<file path="src/rtl/scarv_cop_pkg.sv">
// rtl/scarv_cop_pkg.sv - shared state encoding and result codes for the coprocessor dispatcher
package scarv_cop_pkg;

    typedef enum logic [1:0] {
        ST_IDLE  = 2'd0,
        ST_ISSUE = 2'd1,
        ST_WAIT  = 2'd2,
        ST_WB    = 2'd3
    } cop_state_t;

    localparam logic [2:0] RES_OK      = 3'd0;
    localparam logic [2:0] RES_ABORT   = 3'd6;
    localparam logic [2:0] RES_TIMEOUT = 3'd7;

endpackage

</file>
<file path="src/rtl/scarv_cop_dispatch_timer.sv">
// rtl/scarv_cop_dispatch_timer.sv - saturating WAIT-cycle counter with timeout strobe
module scarv_cop_dispatch_timer #(
    parameter int TIMEOUT = 255,
    parameter int TCW     = 8
) (
    input  logic g_clk,
    input  logic g_reset,
    input  logic i_run,
    input  logic i_inc,
    output logic o_expire
);

    // Expiry fires on the WAIT cycle whose increment brings the count to TIMEOUT.
    localparam logic [TCW-1:0] LIMIT = TCW'(TIMEOUT - 1);
    localparam logic [TCW-1:0] SAT   = TCW'(TIMEOUT);

    logic [TCW-1:0] r_cnt;

    // Held at zero outside WAIT so every WAIT entry starts from a cleared count; stops at TIMEOUT.
    always_ff @(posedge g_clk) begin
        if (g_reset || !i_run) begin
            r_cnt <= '0;
        end else if (i_inc && (r_cnt != SAT)) begin
            r_cnt <= r_cnt + TCW'(1);
        end
    end

    assign o_expire = i_inc && (r_cnt >= LIMIT);

endmodule

</file>
<file path="src/rtl/scarv_cop_dispatch.sv">
// rtl/scarv_cop_dispatch.sv - single-in-flight host to coprocessor instruction dispatcher
module scarv_cop_dispatch
    import scarv_cop_pkg::*;
#(
    parameter int TIMEOUT = 255,
    parameter int TCW     = 8
) (
    input  logic        g_clk,
    input  logic        g_reset,
    input  logic        hst_valid,
    output logic        hst_ready,
    input  logic [31:0] hst_insn,
    input  logic [31:0] hst_rs1,
    input  logic        hst_abort,
    output logic        cpu_insn_req,
    input  logic        cop_insn_ack,
    output logic [31:0] cpu_insn_enc,
    output logic [31:0] cpu_rs1,
    output logic        cpu_abort_req,
    input  logic        cop_insn_rsp,
    output logic        cpu_insn_ack,
    input  logic        cop_wen,
    input  logic [4:0]  cop_waddr,
    input  logic [31:0] cop_wdata,
    input  logic [2:0]  cop_result,
    output logic        wb_valid,
    input  logic        wb_ready,
    output logic        wb_wen,
    output logic [4:0]  wb_addr,
    output logic [31:0] wb_data,
    output logic [2:0]  wb_result
);

    cop_state_t  r_state;
    cop_state_t  w_state_nxt;
    logic [31:0] r_insn;
    logic [31:0] r_rs1;
    logic        r_abort_flag;
    logic        r_abort_req;
    logic        r_wb_wen;
    logic [4:0]  r_wb_addr;
    logic [31:0] r_wb_data;
    logic [2:0]  r_wb_result;

    logic w_accept;
    logic w_issue_ack;
    logic w_rsp;
    logic w_timeout;
    logic w_abort_wait;
    logic w_aborted;

    assign hst_ready    = (r_state == ST_IDLE);
    assign cpu_insn_req = (r_state == ST_ISSUE);
    assign cpu_insn_ack = (r_state == ST_WAIT);
    assign wb_valid     = (r_state == ST_WB);

    assign w_accept    = hst_valid && hst_ready;
    assign w_issue_ack = cpu_insn_req && cop_insn_ack;
    assign w_rsp       = cpu_insn_ack && cop_insn_rsp;

    // An abort alongside the issue ack counts as a WAIT abort; only the first one is forwarded.
    assign w_abort_wait = hst_abort && !r_abort_flag && (cpu_insn_ack || w_issue_ack);
    assign w_aborted    = r_abort_flag || (hst_abort && cpu_insn_ack);

    scarv_cop_dispatch_timer #(
        .TIMEOUT (TIMEOUT),
        .TCW     (TCW)
    ) u_timer (
        .g_clk    (g_clk),
        .g_reset  (g_reset),
        .i_run    (cpu_insn_ack),
        .i_inc    (cpu_insn_ack && !cop_insn_rsp),
        .o_expire (w_timeout)
    );

    // State register.
    always_ff @(posedge g_clk) begin
        if (g_reset) begin
            r_state <= ST_IDLE;
        end else begin
            r_state <= w_state_nxt;
        end
    end

    // Next-state selection; ack beats abort in ISSUE, response beats timeout in WAIT.
    always_comb begin
        w_state_nxt = r_state;
        case (r_state)
            ST_IDLE:  if (w_accept) w_state_nxt = ST_ISSUE;
            ST_ISSUE: begin
                if (cop_insn_ack)   w_state_nxt = ST_WAIT;
                else if (hst_abort) w_state_nxt = ST_IDLE;
            end
            ST_WAIT:  if (w_rsp || w_timeout) w_state_nxt = ST_WB;
            ST_WB:    if (wb_ready) w_state_nxt = ST_IDLE;
            default:  w_state_nxt = ST_IDLE;
        endcase
    end

    // Instruction capture, abort tracking and writeback payload registers.
    always_ff @(posedge g_clk) begin
        if (g_reset) begin
            r_insn       <= '0;
            r_rs1        <= '0;
            r_abort_flag <= 1'b0;
            r_abort_req  <= 1'b0;
            r_wb_wen     <= 1'b0;
            r_wb_addr    <= '0;
            r_wb_data    <= '0;
            r_wb_result  <= RES_OK;
        end else begin
            r_abort_req <= w_abort_wait;
            if (w_accept) begin
                r_insn       <= hst_insn;
                r_rs1        <= hst_rs1;
                r_abort_flag <= 1'b0;
            end else if (w_abort_wait) begin
                r_abort_flag <= 1'b1;
            end
            if (w_rsp) begin
                if (w_aborted) begin
                    r_wb_wen    <= 1'b0;
                    r_wb_addr   <= '0;
                    r_wb_data   <= '0;
                    r_wb_result <= RES_ABORT;
                end else begin
                    r_wb_wen    <= cop_wen;
                    r_wb_addr   <= cop_waddr;
                    r_wb_data   <= cop_wdata;
                    r_wb_result <= cop_result;
                end
            end else if (w_timeout) begin
                r_wb_wen    <= 1'b0;
                r_wb_addr   <= '0;
                r_wb_data   <= '0;
                r_wb_result <= RES_TIMEOUT;
            end
        end
    end

    assign cpu_insn_enc  = r_insn;
    assign cpu_rs1       = r_rs1;
    assign cpu_abort_req = r_abort_req;
    assign wb_wen        = r_wb_wen;
    assign wb_addr       = r_wb_addr;
    assign wb_data       = r_wb_data;
    assign wb_result     = r_wb_result;

endmodule

</file>
<file path="config.mk">
export PLATFORM = sky130hd
export DESIGN_NAME = scarv_cop_dispatch
export DESIGN_NICKNAME = d
export VERILOG_FILES = /design/src/rtl/scarv_cop_pkg.sv /design/src/rtl/scarv_cop_dispatch_timer.sv /design/src/rtl/scarv_cop_dispatch.sv
export SDC_FILE = /design/constraint.sdc
export NUM_CORES = 1
export LEC_CHECK = 0
export CAP_MARGIN = 0
export CELL_PAD_IN_SITES_DETAIL_PLACEMENT = 0
export CELL_PAD_IN_SITES_GLOBAL_PLACEMENT = 1
export CORE_ASPECT_RATIO = 1.4
export CORE_MARGIN = 2
export CORE_UTILIZATION = 25
export CTS_BUF_LIST = sky130_fd_sc_hd__clkbuf_4 sky130_fd_sc_hd__clkbuf_8
export DETAILED_ROUTE_END_ITERATION = 12
export PLACE_DENSITY_LB_ADDON = 0.1
export SLEW_MARGIN = 15
export SYNTH_ARGS = -nofsm -noshare
export SYNTH_HDL_FRONTEND = slang
export SYNTH_SLANG_ARGS = --single-unit
</file>
<file path="constraint.sdc">
create_clock -name g_clk -period 1.75 [get_ports g_clk]
set_clock_uncertainty 0.05 [all_clocks]
set_input_delay 0.35 -clock g_clk [delete_from_list [all_inputs] [get_ports g_clk]]
set_output_delay 0.35 -clock g_clk [all_outputs]
set_load 0.05 [all_outputs]
</file>
* Word level (Yosys, flattened, before mapping)
Index checks and enable logic that the tools add are counted.
** Operators by class
- $add $sub $neg :: 1
- Order comparisons :: 1
- Equal/unequal tests :: 8
- Multiplexer cells :: 18
- Reductions and logical operators :: 20
** Operator list (count)
- $mux W32 :: 3
- $mux W5 :: 3
- $mux W2 :: 5
- $logic_and A1 B1 Y1 :: 9
- $mux W3 :: 3
- $add A8 B1 Y8 const B :: 1
- $ge A8 B8 Y1 const B :: 1
- $ne A8 B8 Y1 const B :: 1
- $pmux W2 S4 :: 1
- $ne A2 B1 Y1 const B :: 3
- $eq A2 B2 Y1 const B :: 2
- $logic_or A1 B1 Y1 :: 4
- $reduce_and A4 Y1 :: 1
- $logic_not A1 Y1 :: 3
- $mux W1 :: 3
- $ne A3 B2 Y1 const B :: 1
- $eq A2 B1 Y1 const B :: 1
- $logic_not A2 Y1 :: 1
- $reduce_bool A2 Y1 :: 1
- $reduce_or A2 Y1 :: 1
** Word-level totals
- Bits in registers :: 117
- Input bits :: 112
- Output and inout port bits :: 110

* Longest topological paths before layout
- Word-level depth :: 6
- Mapped depth :: 8
- Mapped depth without buffers :: 6

* Modules after synthesis
Synthesis repeated with hierarchy kept, for this count alone.
** Unflattened totals
- Cell total of the unflattened synthesis :: 457
- Area, all modules :: 4130.2 um^2
** Modules (own cells, without submodules)
- scarv_cop_dispatch :: times used 1, cells each 405, area an instance 3686.0 um^2, seq. area each 2182.1 um^2
- scarv_cop_dispatch_timer :: times used 1, cells each 52, area an instance 444.2 um^2, seq. area each 160.2 um^2

* Worst setup path after synthesis
No wires, ideal clock.
- Path type :: flip-flop to flip-flop
- Start :: register with a tool-made name
- End :: register r_rs1[11] (netlist: cpu_rs1[11])
- Arrival time :: 1.898 ns
- Data required time :: 1.568 ns
- Slack :: -0.330 ns
- Cell stages (with the launch flop) :: 7
- Buffers on the path :: 2
- Path through :: dfxtp_1 > buf_2 > nor2_1 > nand2_1 > clkbuf_1 > nand2_1 > a21oi_1
** RTL lines
- end signal: assignment :: line scarv_cop_dispatch.sv:115 : r_rs1 <= hst_rs1;
- end: declaration :: line scarv_cop_dispatch.sv:37 : logic [31:0] r_rs1;

* Worst setup path in the final report
- Start :: register u_timer.r_cnt[1]
- End :: register r_wb_data[9] (netlist: wb_data[9])
** Between the ends
- Longest elaborated chain between the ends :: 3
** RTL lines
- start: declaration :: line scarv_cop_dispatch_timer.sv:17 : logic [TCW-1:0] r_cnt;
- start signal: assignment :: line scarv_cop_dispatch_timer.sv:24 : r_cnt <= r_cnt + TCW'(1);
- $ge A8 B8 Y1 :: line scarv_cop_dispatch_timer.sv:28 : assign o_expire = i_inc && (r_cnt >= LIMIT);
- $logic_and A1 B1 Y1 :: line scarv_cop_dispatch_timer.sv:28
- $reduce_bool A2 Y1 (no source line)
- end signal: assignment :: line scarv_cop_dispatch.sv:129 : r_wb_data <= cop_wdata;
- end: declaration :: line scarv_cop_dispatch.sv:42 : logic [31:0] r_wb_data;
No other way between the ends.
A chain may end at the register's enable or synchronous reset.

==> run summary <==
busiest grt layer -> met2
status -> completed
synth unique cells -> 35
total of warnings raised by yosys -> 0
Syn-to-layout area delta -> 69.2%
worst endpoint data arrival time -> 1.96 ns
Tmin final -> 1.69 ns
WP data required -> 2.02 ns
Yosys reg bits -> 117
Tcrit/Tclk final -> 0.968
WS Path Type -> register to register
Place WS -> -0.291 ns
Leakage Power -> 2.89 nW
grt total ovfl -> 0
delay-heaviest family, CP -> compound AO/OA/AOI/OAI gates
placed instance area -> 6440 sq um
Final Core Density -> 0.431
crit-path cells -> ha_1 > o21ai_2 > o31ai_2 > buf_4 > a21oi_4 > clkbuf_16 > a22o_1
met3 Use GR -> 0.0528
largest net degree at the start of global routing -> 46
most common cell after layout, fill and taps aside -> nand2_1
maximum capacitance violations -> 0
Worst Hold Class -> input pin to register
# nets final -> 801
register area share after synthesis -> 0.571
Gate Count Post-Synth -> 455
Synth top area share -> 0.571
commonest non-fill, non-tap cells in the layout -> nand2_1 (137), buf_4 (120), dfxtp_1 (116), clkdlybuf4s50_1 (110), a21oi_1 (70)
Max clock buf depth -> 2
ant diodes -> 0
Avg Cell Area, Syn -> 9.02 sq um
internal power -> 5.09 mW
Chip Height -> 156 um
Ports -> 222
Syn Std Cell Area -> 4100 sq um
Remaining DRCs -> 0
clock power share -> 0.396
fin worst setup slack -> 0.0562 ns
vias in the first global route -> 3985
Final setup viols -> 0
GRT Resource Usage Total -> 0.153
CTS root buffer -> clkbuf_8
largest area contributor in the netlist -> dfxtp_1
total power -> 7.04 mW
Critical Path Fanout Max -> 19
share of post-route cells with drive strength above 1 -> 0.257
Worst Tran Pin Value -> 0.298 ns
combinational share of power -> 0.198
clock-pin slew on the worst setup and hold paths -> 0.07 ns
Max transition margin -> 0.802
Initial Util -> 0.255
Crit. End Element -> register
Sequential Power Share -> 0.406
Clock Latency Late Sink -> 0.43 ns
antenna violations before repair -> 0
CTS sink count -> 117
Die ar. -> 17500 sq um
GPL Wtd Cong -> 0.773
num rows -> 55
CTS buffer count -> 17
switching part of the total power -> 0.277
syn nets -> 569
CP Launch Type -> register
CTS H-tree depth -> 4
initial drt markers -> 178
WL/cell -> 15.3 um
pwr/cell area -> 1010 nW/um^2
Fillers -> 1624
routed wire length -> 13700 um
top post-synthesis cells by area -> dfxtp_1 (57%), nand2_1 (13%), a21oi_1 (8.7%), a22o_1 (8.1%), clkbuf_1 (1.5%)
WP buf/inv -> 2
switching pwr -> 1.95 mW
grt met1 use -> 0.173
setup_tns -> 0 ns
Via density -> 4.48
DP HPWL -> 9630 um
M2 GR Usage -> 0.263
worst-path cell with the longest stage delay -> dfxtp_1
Slew Limit Fails -> 0
area of the core -> 16100 sq um
PortBufs -> 221
ANT nets after route -> 0
Max Clock Freq -> 590 MHz
post-route cell area -> 6940 sq um
crit-path max cell delay -> 0.41 ns
first-pass GRT wire length -> 21100 um
Vias -> 4028
drt first pass iters -> 4
Max VDD drop -> 507 uV
Final Hold Viols -> 0
# hold bufs at CTS -> 0
Die X -> 112 um
TritonCTS clock tree -> built
layer usage:
layer	share of wire	wire, um
met1	0.40	5490
met5	0	0
met3	0.072	981
met2	0.51	6950
met4	0.021	294
synthesized netlist by cell type:
cell type and number:
xnor2_1 1, o31ai_1 1, a21oi_1 71, or4_4 1, nand2b_4 1, nor3_1 8
buf_2 11, and3b_1 1, nand3b_1 2, nand3_2 1, and3_1 1, inv_1 4
dfxtp_1 117, a22o_1 38, inv_2 1, nand2_1 138, ha_1 2, a2bb2oi_1 1
o41ai_1 1, buf_6 4, o21ai_0 3, nor2_1 10, clkbuf_1 16, a31oi_1 5
nor3b_1 1, o31ai_2 1, nand4_1 1, a211oi_1 2, o31a_1 1, nor2_4 1
and4b_1 2, nand2b_1 2, nor2b_1 1, xor2_1 1, and2_1 3
registers in the layout, indices dropped and copies added (netlist names), named ones only:
name	cells
wb_addr	5
wb_result	3
r_abort_flag	1
r_state	1
cpu_rs1	32
u_timer.r_cnt	8
cpu_abort_req	1
wb_data	32
wb_wen	1
cpu_insn_enc	32
path summary, 6_finish.rpt:
kind                                 start                       end  slack (ns)  depth (start not counted)
max          u_timer.r_cnt[1]$_SDFFE_PP0P_   wb_data[9]$_SDFFE_PP0P_        0.06                          7
max reg2reg  u_timer.r_cnt[1]$_SDFFE_PP0P_   wb_data[9]$_SDFFE_PP0P_        0.06                          7
min                                g_reset                  register        0.25                          2
min reg2reg       cpu_rs1[10]$_SDFFE_PP0P_  cpu_rs1[10]$_SDFFE_PP0P_        0.40                          2
kinds of logic after synthesis:
family	share of synthesized area
AO/OA/AOI/OAI	0.194
XOR/XNOR	0.00427
adder cells (fa/ha/maj)	0.00610
buffers and inverters	0.0436
flip-flops	0.571
AND/OR/NAND/NOR	0.181
power by group through the flow:
stage / combinational (mW) / clock [mW] / sequential (mW)
detailed placement: 1.39 / 0 / 2.92
floorplan: 0.343 / 0 / 3.32
finish: 1.40 / 2.79 / 2.85
global route: 1.49 / 3.01 / 2.87
CTS: 1.40 / 2.90 / 2.86
global placement: 1.39 / 0 / 2.91
stage by stage:
step / cells / hold slack, ns
after CTS: 897 / 0.221
after global placement: 864 / 0.394
after global routing: 899 / 0.242
final: 899 / 0.249
after detailed placement: 864 / 0.398
after floorplan: 455 / 0.371
timing repair:
item                                    in CTS  in global routing
gates cloned                                 0                  1
pin swaps                                    0                  2
setup buffers                                1                  1
resized for setup                            2                  3
endpoints found under the setup margin       3                 39
layout make-up:
type,instances,area (sq um),area share
clock inverters,9,148,0.0213
inverters,5,22.5,0.00324
well taps,199,249,0.0359
clock buffers,23,304,0.0438
multi-input cells,302,1610,0.232
repair buffers,244,2260,0.326
flip-flops and latches,117,2340,0.338
No activity file was read; power rests on OpenSTA's default activity.
